## src/rtl/node_pkg.sv

```systemverilog
// Shared types and constants for the FP32 neuron MAC sequencer.
// NODE_W packs element k at bits [32k+31:32k]; NODE_B is the bias.
package node_pkg;

  localparam int FP32_W = 32;
  localparam int NODE_N = 15;

  localparam logic [NODE_N*FP32_W-1:0] NODE_W = {
    32'h3F4CCCCD, 32'hBECCCCCD, 32'h3F8CCCCD, 32'hBFA66666, 32'h3F666666,
    32'h3DCCCCCD, 32'hC0200000, 32'h3F333333, 32'hBF19999A, 32'h3E4CCCCD,
    32'h40000000, 32'hBE800000, 32'h3FC00000, 32'hBF400000, 32'h3F000000
  };

  localparam logic [FP32_W-1:0] NODE_B = 32'h3E99999A;

  typedef enum logic [1:0] {IDLE, RUN, DRAIN, FIN} state_t;

endpackage

```

## src/rtl/float_adder.sv

```systemverilog
// Combinational FP32 adder with guard/round/sticky alignment, round-to-nearest-even.
// Out_test, shift and c_out expose the unrounded result, normalisation shift and carry.
module float_adder (
  input  logic [31:0] a,
  input  logic [31:0] b,
  output logic [31:0] out,
  output logic [31:0] Out_test,
  output logic [4:0]  shift,
  output logic        c_out
);

  logic              a_big;
  logic [31:0]       x, y;
  logic [7:0]        d;
  logic [26:0]       xm, ym, yal, n;
  logic [27:0]       sum;
  logic [4:0]        lz;
  logic              found;
  logic              rnd;
  logic [24:0]       m;
  logic [22:0]       frac;
  logic signed [9:0] e;
  logic              a_nan, b_nan, a_inf, b_inf;

  assign a_nan = (&a[30:23]) & (|a[22:0]);
  assign b_nan = (&b[30:23]) & (|b[22:0]);
  assign a_inf = (&a[30:23]) & ~(|a[22:0]);
  assign b_inf = (&b[30:23]) & ~(|b[22:0]);

  always_comb begin
    a_big = a[30:0] >= b[30:0];
    x     = a_big ? a : b;
    y     = a_big ? b : a;
    d     = x[30:23] - y[30:23];
    xm    = {1'b1, x[22:0], 3'b000};
    ym    = {1'b1, y[22:0], 3'b000};
    // Bits shifted past the round position collapse into the sticky bit.
    if (d >= 8'd27) begin
      yal = 27'd1;
    end else begin
      yal    = ym >> d;
      yal[0] = yal[0] | (|(ym & ~({27{1'b1}} << d)));
    end
    sum   = (x[31] == y[31]) ? ({1'b0, xm} + {1'b0, yal}) : ({1'b0, xm} - {1'b0, yal});
    c_out = sum[27];

    lz    = '0;
    found = 1'b0;
    if (sum[27]) begin
      n = {sum[27:2], sum[1] | sum[0]};
      e = $signed({2'b00, x[30:23]}) + 10'sd1;
    end else begin
      for (int i = 26; i >= 0; i--) begin
        if (!found && sum[i]) begin
          lz    = 5'(26 - i);
          found = 1'b1;
        end
      end
      n = sum[26:0] << lz;
      e = $signed({2'b00, x[30:23]}) - $signed({5'b0, lz});
    end
    shift    = lz;
    Out_test = {x[31], e[7:0], n[25:3]};

    rnd  = n[2] & (n[1] | n[0] | n[3]);
    m    = {1'b0, n[26:3]} + {24'b0, rnd};
    frac = m[24] ? m[23:1] : m[22:0];
    if (m[24]) e = e + 10'sd1;

    if (a_nan | b_nan | (a_inf & b_inf & (a[31] ^ b[31]))) out = 32'h7FC00000;
    else if (a_inf)                                         out = a;
    else if (b_inf)                                         out = b;
    else if (a[30:23] == 8'd0 && b[30:23] == 8'd0)          out = {a[31] & b[31], 31'b0};
    else if (a[30:23] == 8'd0)                              out = b;
    else if (b[30:23] == 8'd0)                              out = a;
    else if (sum == 28'd0)                                  out = 32'h0;
    else if (e >= 10'sd255)                                 out = {x[31], 8'hFF, 23'b0};
    else if (e <= 10'sd0)                                   out = {x[31], 31'b0};
    else                                                    out = {x[31], e[7:0], frac};
  end

endmodule

```

## src/rtl/float_mult.sv

```systemverilog
// Combinational FP32 multiplier, round-to-nearest-even.
// Subnormal inputs are treated as zero and underflow flushes to signed zero.
module float_mult (
  input  logic [31:0] a,
  input  logic [31:0] b,
  output logic [31:0] out
);

  logic              s;
  logic [47:0]       p;
  logic [22:0]       frac;
  logic              g;
  logic              st;
  logic              rnd;
  logic [23:0]       m;
  logic signed [9:0] e;
  logic              a_nan, b_nan, a_inf, b_inf, a_zero, b_zero;

  assign a_nan  = (&a[30:23]) & (|a[22:0]);
  assign b_nan  = (&b[30:23]) & (|b[22:0]);
  assign a_inf  = (&a[30:23]) & ~(|a[22:0]);
  assign b_inf  = (&b[30:23]) & ~(|b[22:0]);
  assign a_zero = ~(|a[30:23]);
  assign b_zero = ~(|b[30:23]);

  always_comb begin
    s = a[31] ^ b[31];
    p = {24'b0, 1'b1, a[22:0]} * {24'b0, 1'b1, b[22:0]};
    e = $signed({2'b00, a[30:23]}) + $signed({2'b00, b[30:23]}) - 10'sd127
        + $signed({9'b0, p[47]});
    if (p[47]) begin
      frac = p[46:24];
      g    = p[23];
      st   = |p[22:0];
    end else begin
      frac = p[45:23];
      g    = p[22];
      st   = |p[21:0];
    end
    rnd = g & (st | frac[0]);
    m   = {1'b0, frac} + {23'b0, rnd};
    if (m[23]) e = e + 10'sd1;

    if (a_nan | b_nan | (a_inf & b_zero) | (b_inf & a_zero)) out = 32'h7FC00000;
    else if (a_inf | b_inf)                                  out = {s, 8'hFF, 23'b0};
    else if (a_zero | b_zero)                                out = {s, 31'b0};
    else if (e >= 10'sd255)                                  out = {s, 8'hFF, 23'b0};
    else if (e <= 10'sd0)                                    out = {s, 31'b0};
    else                                                     out = {s, e[7:0], m[22:0]};
  end

endmodule

```

## src/rtl/relu_fp32.sv

```systemverilog
// FP32 ReLU: any value with the sign bit set (including -0 and negative NaN) becomes +0.
module relu_fp32
  import node_pkg::*;
(
  input  logic [FP32_W-1:0] x,
  output logic [FP32_W-1:0] y
);

  assign y = x[FP32_W-1] ? '0 : x;

endmodule

```

## src/rtl/node_mac_seq.sv

```systemverilog
// Sequential FP32 neuron: one multiplier and one adder shared over N_IN terms,
// summed in order ((B+p0)+p1)+... and clamped by ReLU.
module node_mac_seq
  import node_pkg::*;
#(
  parameter int                         N_IN  = 15,
  parameter logic [N_IN*FP32_W-1:0]     W_VEC = NODE_W,
  parameter logic [FP32_W-1:0]          B_VAL = NODE_B
) (
  input  logic                          clk,
  input  logic                          rst_n,
  input  logic                          start,
  output logic [$clog2(N_IN)-1:0]       a_idx,
  input  logic [FP32_W-1:0]             a_data,
  input  logic                          a_valid,
  output logic                          busy,
  output logic                          done,
  output logic [FP32_W-1:0]             N1
);

  localparam int              AW   = $clog2(N_IN);
  localparam logic [AW-1:0]   LAST = AW'(N_IN - 1);

  state_t              state, state_nxt;
  logic [AW-1:0]       k;
  logic                pv;
  logic [FP32_W-1:0]   acc, prod;
  logic [FP32_W-1:0]   w_sel, prod_nxt, sum, relu_out;

  assign w_sel = W_VEC[int'(k)*FP32_W +: FP32_W];

  float_mult u_mult (
    .a   (a_data),
    .b   (w_sel),
    .out (prod_nxt)
  );

  float_adder u_add (
    .a        (acc),
    .b        (prod),
    .out      (sum),
    .Out_test (),
    .shift    (),
    .c_out    ()
  );

  relu_fp32 u_relu (
    .x (sum),
    .y (relu_out)
  );

  always_ff @(posedge clk) begin
    if (!rst_n) state <= IDLE;
    else        state <= state_nxt;
  end

  always_comb begin
    // NOTE: default first so every path assigns state_nxt and no latch is inferred.
    state_nxt = state;
    unique case (state)
      IDLE:    if (start) state_nxt = RUN;
      RUN:     if (a_valid && k == LAST) state_nxt = DRAIN;
      DRAIN:   state_nxt = FIN;
      FIN:     state_nxt = IDLE;
      default: state_nxt = IDLE;
    endcase
  end

  always_comb begin
    a_idx = (state == RUN) ? k : '0;
  end

  // Datapath: a pending product is folded into acc at the same edge a new one is captured.
  always_ff @(posedge clk) begin
    // NOTE: non-blocking throughout so every register sees pre-edge values of the others.
    if (!rst_n) begin
      k    <= '0;
      pv   <= 1'b0;
      acc  <= '0;
      prod <= '0;
      N1   <= '0;
      busy <= 1'b0;
      done <= 1'b0;
    end else begin
      unique case (state)
        IDLE: begin
          if (start) begin
            acc  <= B_VAL;
            k    <= '0;
            pv   <= 1'b0;
            busy <= 1'b1;
          end
        end
        RUN: begin
          if (pv) acc <= sum;
          pv <= a_valid;
          if (a_valid) begin
            prod <= prod_nxt;
            k    <= (k == LAST) ? '0 : k + 1'b1;
          end
        end
        DRAIN: begin
          N1   <= relu_out;
          done <= 1'b1;
          pv   <= 1'b0;
        end
        FIN: begin
          done <= 1'b0;
          busy <= 1'b0;
        end
        default: ;
      endcase
    end
  end

endmodule

```

## config.mk

```make
export PLATFORM = sky130hd
export DESIGN_NAME = node_mac_seq
export DESIGN_NICKNAME = d
export VERILOG_FILES = /design/src/rtl/node_pkg.sv /design/src/rtl/float_adder.sv /design/src/rtl/float_mult.sv /design/src/rtl/relu_fp32.sv /design/src/rtl/node_mac_seq.sv
export SDC_FILE = /design/constraint.sdc
export NUM_CORES = 2
export LEC_CHECK = 0
export CORE_MARGIN = 1
export CORE_UTILIZATION = 33
export CTS_BUF_LIST = sky130_fd_sc_hd__clkbuf_16
export DETAILED_ROUTE_END_ITERATION = 12
export PLACE_DENSITY = 0.49
export SYNTH_ARGS = -nofsm -noshare
export SYNTH_HDL_FRONTEND = slang
export SYNTH_SLANG_ARGS = --single-unit
```

## constraint.sdc

```tcl
create_clock -name clk -period 22.5 [get_ports clk]
set_clock_uncertainty 0.2 [all_clocks]
set_input_delay 5.625 -clock clk [delete_from_list [all_inputs] [get_ports clk]]
set_output_delay 5.625 -clock clk [all_outputs]
set_load 0.02 [all_outputs]
```

# Word-level counts from Yosys, hierarchy flattened
# Index checks and enable logic that the tools add are counted.
# Widths: inputs -> output; s select.
dict set report op_classes {
  n_reduce_logical 81
  order_cmp 6
  n_div 0
  bitwise_logic 37
  n_mul 1
  n_eq_ne 9
  addsub 13
  n_mux 122
  shift 4
}
# op count
set op_table {}
lappend op_table {{$shiftx 480x10->32 const A} 1}
lappend op_table {{$mux 32} 12}
lappend op_table {{$mux 31} 7}
lappend op_table {{$reduce_or 23->1} 5}
lappend op_table {{$pmux 32 s2} 1}
lappend op_table {{$mux 5} 12}
lappend op_table {{$mux 1} 57}
lappend op_table {{$mux 27} 2}
lappend op_table {{$mul 24x24->48} 1}
lappend op_table {{$mux 4} 12}
lappend op_table {{$mux 23} 2}
lappend op_table {{$reduce_and 8->1} 4}
lappend op_table {{$ge 31x31->1} 1}
lappend op_table {{$mux 10} 3}
lappend op_table {{$add 27x27->28} 1}
lappend op_table {{$logic_and 1x1->1} 28}
lappend op_table {{$logic_not 28->1} 1}
lappend op_table {{$mux 28} 1}
lappend op_table {{$sub 27x27->28} 1}
lappend op_table {{$and 27x27->27} 1}
lappend op_table {{$not 27->27} 1}
lappend op_table {{$reduce_or 27->1} 1}
lappend op_table {{$shl 27x5->27} 1}
lappend op_table {{$shl 27x8->27 const A} 1}
lappend op_table {{38 further kinds} 116}
dict set report word_totals {
  mem_count 0
  latchBits 0
  input_bits 36
  rom_bits 0
  mem_bits_rw 0
  ff_bits 105
  word_cells 281
}

# Depth between registers and ports, before layout
dict set report depth {
  ltp_word 136
  ltp_mapped 75
  ltp_nobuf 63
}

# Hierarchy
# A second synthesis with hierarchy kept.
dict set report unflattened {
  cells_unflattened 5327
  hier_area_um2 40111.0
}
# module cells_per_inst n_inst area_per_inst_um2
set by_module_without_submodules {}
lappend by_module_without_submodules {float_mult 2636 1 21854.7}
lappend by_module_without_submodules {float_adder 2170 1 13447.9}
lappend by_module_without_submodules {node_mac_seq 485 1 4569.4}
lappend by_module_without_submodules {relu_fp32 36 1 239.0}

# Worst setup path before layout
# Ideal clock, no wire load.
dict set report synth_path {
  path_kind {input-to-reg}
  startpoint {in a_data[5]}
  endpoint {reg prod[10]}
  t_arrival_ps 15223
  setup_slack_ps 7003
  required_ps 22226
  setup_time_ps 74
  path_stages 44
  path_cell_list {and2_1 > fa_1 > inv_1 > fa_1 > inv_1 > fa_1 > ha_1 > fa_1 > inv_1 > fa_1 > fa_1 > inv_1 > ha_1 > inv_1 > o21bai_1 > a21o_1 > a21oi_1 > o21bai_1 > (+8 left out) > nand3_1 > nand3_1 > nand3_1 > inv_1 > clkbuf_1 > buf_1 > ha_1 > inv_1 > ha_1 > xor2_1 > nand3_1 > nand4b_1 > nor2_1 > nand3_1 > a21oi_1 > nand4_1 > clkbuf_1 > o21ai_0}
}
dict set report synth_between {
  elab_chain_cells 13
}
# item line
set synth_lines {}
lappend synth_lines {{start: declaration} node_mac_seq.sv:14} ;# input logic [FP32_W-1:0] a_data,
lappend synth_lines {{$mul 24x24->48} float_mult.sv:28} ;# p = {24'b0, 1'b1, a[22:0]} * {24'b0, 1'b1, b[22:0]};
lappend synth_lines {{$reduce_or 23->1 / $reduce_or 22->1 (equally long branches)} {float_mult.sv:34, float_mult.sv:38}}
lappend synth_lines {{$mux 1} float_mult.sv:31} ;# if (p[47]) begin
lappend synth_lines {{$or 1x1->1} float_mult.sv:40} ;# rnd = g & (st | frac[0]);
lappend synth_lines {{$and 1x1->1} float_mult.sv:40}
lappend synth_lines {{$add 23x1->24} float_mult.sv:41} ;# m = {1'b0, frac} + {23'b0, rnd};
lappend synth_lines {{$mux 10} float_mult.sv:42} ;# if (m[23]) e = e + 10'sd1;
lappend synth_lines {{$le 10x1->1} float_mult.sv:48} ;# else if (e <= 10'sd0) out = {s, 31'b0};
lappend synth_lines {{$mux 31} float_mult.sv:48}
lappend synth_lines {{$mux 31} float_mult.sv:47} ;# else if (e >= 10'sd255) out = {s, 8'hFF, 23'b0};
lappend synth_lines {{$mux 31} float_mult.sv:46} ;# else if (a_zero | b_zero) out = {s, 31'b0};
lappend synth_lines {{$mux 31} float_mult.sv:45} ;# else if (a_inf | b_inf) out = {s, 8'hFF, 23'b0};
lappend synth_lines {{$mux 32 *} float_mult.sv:44} ;# if (a_nan | b_nan | (a_inf & b_zero) | (b_inf & a_zero)) out = 32'h7FC00000;
lappend synth_lines {{end signal: assignment} node_mac_seq.sv:98} ;# prod <= prod_nxt;
lappend synth_lines {{end: declaration} node_mac_seq.sv:27} ;# logic [FP32_W-1:0] acc, prod;
# Mark *: on every way between the ends. The rest lies on a longest branch, timed or not.
# A chain may end at the register's enable or synchronous reset.

# Worst setup path in the final report
dict set report layout_path {
  startpoint {reg prod[20]}
  endpoint {reg acc[19]}
}
dict set report layout_between {
  elab_chain_cells 136
}
# item line
set layout_lines {}
lappend layout_lines {{$ge 31x31->1} float_adder.sv:31} ;# a_big = a[30:0] >= b[30:0];
lappend layout_lines {{$mux 32 (on tied branches)} {float_adder.sv:32, float_adder.sv:33}}
lappend layout_lines {{$sub 8x8->8} float_adder.sv:34} ;# d = x[30:23] - y[30:23];
lappend layout_lines {{$shl 27x8->27} float_adder.sv:42} ;# yal[0] = yal[0] | (|(ym & ~({27{1'b1}} << d)));
lappend layout_lines {{$not 27->27} float_adder.sv:42}
lappend layout_lines {{$and 27x27->27} float_adder.sv:42}
lappend layout_lines {{$reduce_or 27->1} float_adder.sv:42}
lappend layout_lines {{$or 1x1->1} float_adder.sv:42}
lappend layout_lines {{(+120 left out)} -}
lappend layout_lines {{$mux 32} float_adder.sv:75} ;# else if (b[30:23] == 8'd0) out = a;
lappend layout_lines {{$mux 32} float_adder.sv:74} ;# else if (a[30:23] == 8'd0) out = b;
lappend layout_lines {{$mux 32} float_adder.sv:73} ;# else if (a[30:23] == 8'd0 && b[30:23] == 8'd0) out = {a[31] & b[31], 31'b0};
lappend layout_lines {{$mux 32} float_adder.sv:72} ;# else if (b_inf) out = b;
lappend layout_lines {{$mux 32} float_adder.sv:71} ;# else if (a_inf) out = a;
lappend layout_lines {{$mux 32 *} float_adder.sv:70} ;# if (a_nan | b_nan | (a_inf & b_inf & (a[31] ^ b[31]))) out = 32'h7FC00000;
lappend layout_lines {{$mux 32 *} node_mac_seq.sv:95} ;# if (pv) acc <= sum;
lappend layout_lines {{$pmux 32 s2 *} node_mac_seq.sv:85} ;# unique case (state)
lappend layout_lines {{end signal: assignment} node_mac_seq.sv:95}
lappend layout_lines {{end: declaration} node_mac_seq.sv:27}
# Mark *: on every way between the ends. The rest lies on a longest branch, timed or not. The select of a mux whose other input is x is not followed.

==> results.md <==
- Hold slack: around 0.24 ns
- GRT Overall Usage: between 20 and 25%
- H-tree Lvls: 3
- Worst slew pin tran: roughly 1.2 ns
- CTS tree: yes
- Mux share of post-synthesis cell area: ~3.4%
- R2r worst-path depth: a little over 50
- CTS root buffer: clkbuf_16
- Gate Count Post-Synth: roughly 4300
- Critical Path End Type: flop
- TritonRoute pass-1 iters: 10
- RSZ-0062 raised after global routing: false
- Placer Congestion: about 0.96
- Worst Hold End: N1[23]$_SDFFE_PN0P_
- Pin count of the biggest net entering global routing: 97
- Hold buffers post-CTS: 0
- Worst hold path class: reg -> reg
- Aggregate routed wire length: 129 mm
- Synth cell types: approximately 120
- Required time of the critical path: roughly 23 ns
- Mapped cell area: 0.0339 mm^2
- First-pass GRT wire length: 197 mm
- Biggest cell delay along the critical path: 0.90 ns
- Post-CTS Setup Inserts: 0
- Post-Syn Nets: between 5000 and 6000
- Vias per cell: about 5.6
- Total CTS buffers: 9
- Dpl cells: between 5000 and 6000
- Worst r2r src: prod[20]$_SDFFE_PN0P_
- Final setup fails: 0
- Clock Path Buffers: 2
- Syn. warnings: 0
- Post-synth EDFFs: 0
- Synth Area in Adders: a little over a third
- Main synth FF type: dfxtp_1
- Layout cells sized above 1: about 4.3%
- Critical Path Slowest Stage Cell: or4_1
- Main combinational cell family by area after synthesis: adder cells
- Chip Height: ~320 um
- Crit Path Class: reg -> reg
- Initial Util: between 30 and 40%
- WP data arrival: between 15 and 20 ns
- Antenna Cells: 0
- Simple-Gate Fraction of Synth Area: 20.5%
- Post-DR wirelength/cell: about 23 um
- Run status: finished, violations left
- Synth Area in Compound Gates: 20.6%
- Failing checks: DRC
- DRC Markers: 2
- Crit share post-route: around four fifths
- Pint: between 1500 and 2000 uW
- Die Width: roughly 320 um
- Via count: 31480
- Worst slew margin: between 20 and 25%
- Worst Setup SP: prod[20]$_SDFFE_PN0P_
- Worst reg-to-reg setup slack: around 4.3 ns
- Max_cap viols: 0
- Post-CTS sizing: 0
- Max Clock Freq: about 55 MHz
- CTS Sinks: 104
- Switch Pwr: 3440 uW
- Global route overflow: 0
- Placeable Area: 0.102 mm^2
- Flops & latches, synth: 104
- Power Density: between 100 and 150 mW/mm^2
- Logic pwr share: approximately nine tenths
- Post-route ant nets: 0
- Ys async rst share: 0%
- Peak VDD IR: 0.196 mV
- Crit Reg-Reg Endpoint: acc[19]$_SDFFE_PN0P_
- Clock Pin Slew Worst Setup and Hold Paths: 0.07 ns
- Final net count: ~5000
- Sequential area share after synthesis: 6.15%
- Net Sw Frac: roughly two thirds
- Hold path start: N1[23]$_SDFFE_PN0P_
- I/O pins: between 70 and 80
- Peak fanout along the critical path: 50
- Hold Fails Final Rpt: 0
- Synthesized area per cell: between 7 and 8 um^2
- Synth-to-layout area growth: 6.90%
- Worst skew pair latency: approximately 0.37 ns
- Synth Area in XOR/XNOR: ~3.6%
- Fin cells: 5624
- Vias in the first global route: ~31000
- Port bufs: between 70 and 80
- Total negative setup slack: 0 ns
- Fin crit period: roughly 18 ns
- Crit path launch type: flop
- Clock power share: approximately 3.3%
- Initial antenna violation count: 0
- Final HPWL DP: around 110 mm
- Max Transition Viols Final: 0
- Initial DRC count: roughly 3000
- Total power: 5260 uW
- Site Rows: roughly 120
- Hold path depth: 2
- Seq pwr share: 5.6%
- Die footprint: around 0.10 mm^2
- Leak Pwr: about 0.017 uW
## worst max-delay path, delay by kind of cell (launching register included)
kind / cells / cell delay, ns
AND/OR/NAND/NOR: 13 / 5.74
AO/OA/AOI/OAI: 27 / 7.94
adder cells (fa/ha/maj): 3 / 1.07
multiplexers: 3 / 0.97
buffers and inverters: 5 / 1.45
flip-flops: 1 / 0.68
## cell usage after synthesis (18+ instances only)
library cell | number | area [um^2]
nor2_1 | 303 | 1140
a21o_1 | 43 | 323
xnor2_1 | 86 | 753
buf_2 | 32 | 160
inv_1 | 611 | 2290
buf_1 | 25 | 93.8
mux2i_1 | 86 | 861
o22ai_1 | 18 | 113
o21ai_1 | 20 | 100
a31oi_1 | 53 | 332
and2_1 | 94 | 588
fa_1 | 441 | 8830
o31ai_1 | 35 | 263
nand3_1 | 128 | 641
a21oi_1 | 234 | 1170
a221oi_1 | 20 | 175
o211ai_1 | 53 | 398
or3_1 | 23 | 144
nand2b_1 | 31 | 194
and3_1 | 40 | 250
o21ai_0 | 221 | 1110
xor2_1 | 50 | 438
a211oi_1 | 44 | 330
o21a_1 | 23 | 173
a22oi_1 | 27 | 203
nor2b_1 | 88 | 551
ha_1 | 279 | 3490
nand2_1 | 386 | 1450
clkbuf_1 | 123 | 462
or2_2 | 26 | 163
nor4_1 | 48 | 300
nor3_1 | 114 | 571
o21bai_1 | 28 | 210
dfxtp_1 | 104 | 2080
nand4_1 | 63 | 394
## metrics by stage
step	worst slack [ns]	utilization [%]	cell area, um^2
6_report	4.29	35.6	36200
5_1_grt	3.34	35.6	36200
4_1_cts	4.70	35.6	36200
3_5_place_dp	4.46	35.3	35900
3_3_place_gp	4.70	35.3	35900
2_1_floorplan	7.00	-	33900
## worst max-delay path by stage
stage	to	slack [ns]
finish	acc[19]$_SDFFE_PN0P_	4.29
global route	acc[19]$_SDFFE_PN0P_	3.34
CTS	acc[19]$_SDFFE_PN0P_	4.70
detailed placement	prod[1]$_SDFFE_PN0P_	4.46
global placement	prod[1]$_SDFFE_PN0P_	4.70
floorplan	prod[10]$_SDFFE_PN0P_	7.00
## power groups by stage
stage / logic [uW] / clock network, uW / registers (uW)
final: 4800 / 173 / 295
after global routing: 5170 / 181 / 298
after CTS: 4670 / 176 / 293
after detailed placement: 4640 / 0 / 297
after global placement: 4660 / 0 / 298
after floorplan: 3300 / 0 / 271
## cells by family after synthesis
group,count (synthesis)
multiplexers,104
AO/OA/AOI/OAI,1031
buffers and inverters,813
AND/OR/NAND/NOR,1405
other,1
flip-flops,104
XOR/XNOR,137
adder cells (fa/ha/maj),721
## metal layers
metal	wire [um]	vias up	share of wire (%)	GRT usage [%]
met2	59800	1081	46	41.0
met5	0	-	0	0
met1	58000	15430	45	34.4
met3	7080	200	5.5	2.17
li1	-	14769	-	-
met4	4070	0	3.2	6.70
## registers in the layout, indices dropped and copies added (netlist names)
signal / count
busy: 1
N1: 31
acc: 32
state: 2
prod: 32
pv: 1
k: 4
done: 1
## final cells by class
| type | instances | area, um^2 |
|---|---|---|
| sequential | 104 | 2080 |
| tap | 1368 | 1710 |
| timing repair buffer | 122 | 1100 |
| inverter | 615 | 2310 |
| fill | 10887 | 65500 |
| multi-input combinational | 3399 | 28700 |
| clock inverter | 7 | 87.6 |
| clock buffer | 9 | 225 |
## cell usage in the layout (no fill, tap or decap), drive strengths merged, types with 50 or more instances in the layout
| cell type | Yosys | final |
|---|---|---|
| clkdlybuf4s50 | 0 | 72 |
| buf | 74 | 50 |
| nand4 | 64 | 64 |
| xnor2 | 86 | 86 |
| fa | 441 | 441 |
| a31oi | 54 | 54 |
| o21ai | 243 | 243 |
| nor3 | 118 | 118 |
| ha | 279 | 279 |
| nand3 | 129 | 129 |
| nor2b | 88 | 88 |
| xor2 | 51 | 51 |
| mux2i | 88 | 88 |
| o211ai | 55 | 55 |
| nand2 | 387 | 387 |
| a21oi | 235 | 235 |
| dfxtp | 104 | 104 |
| and2 | 95 | 95 |
| inv | 613 | 617 |
| nor4 | 51 | 51 |
| nor2 | 304 | 304 |
(Power assumes the default switching activity.)
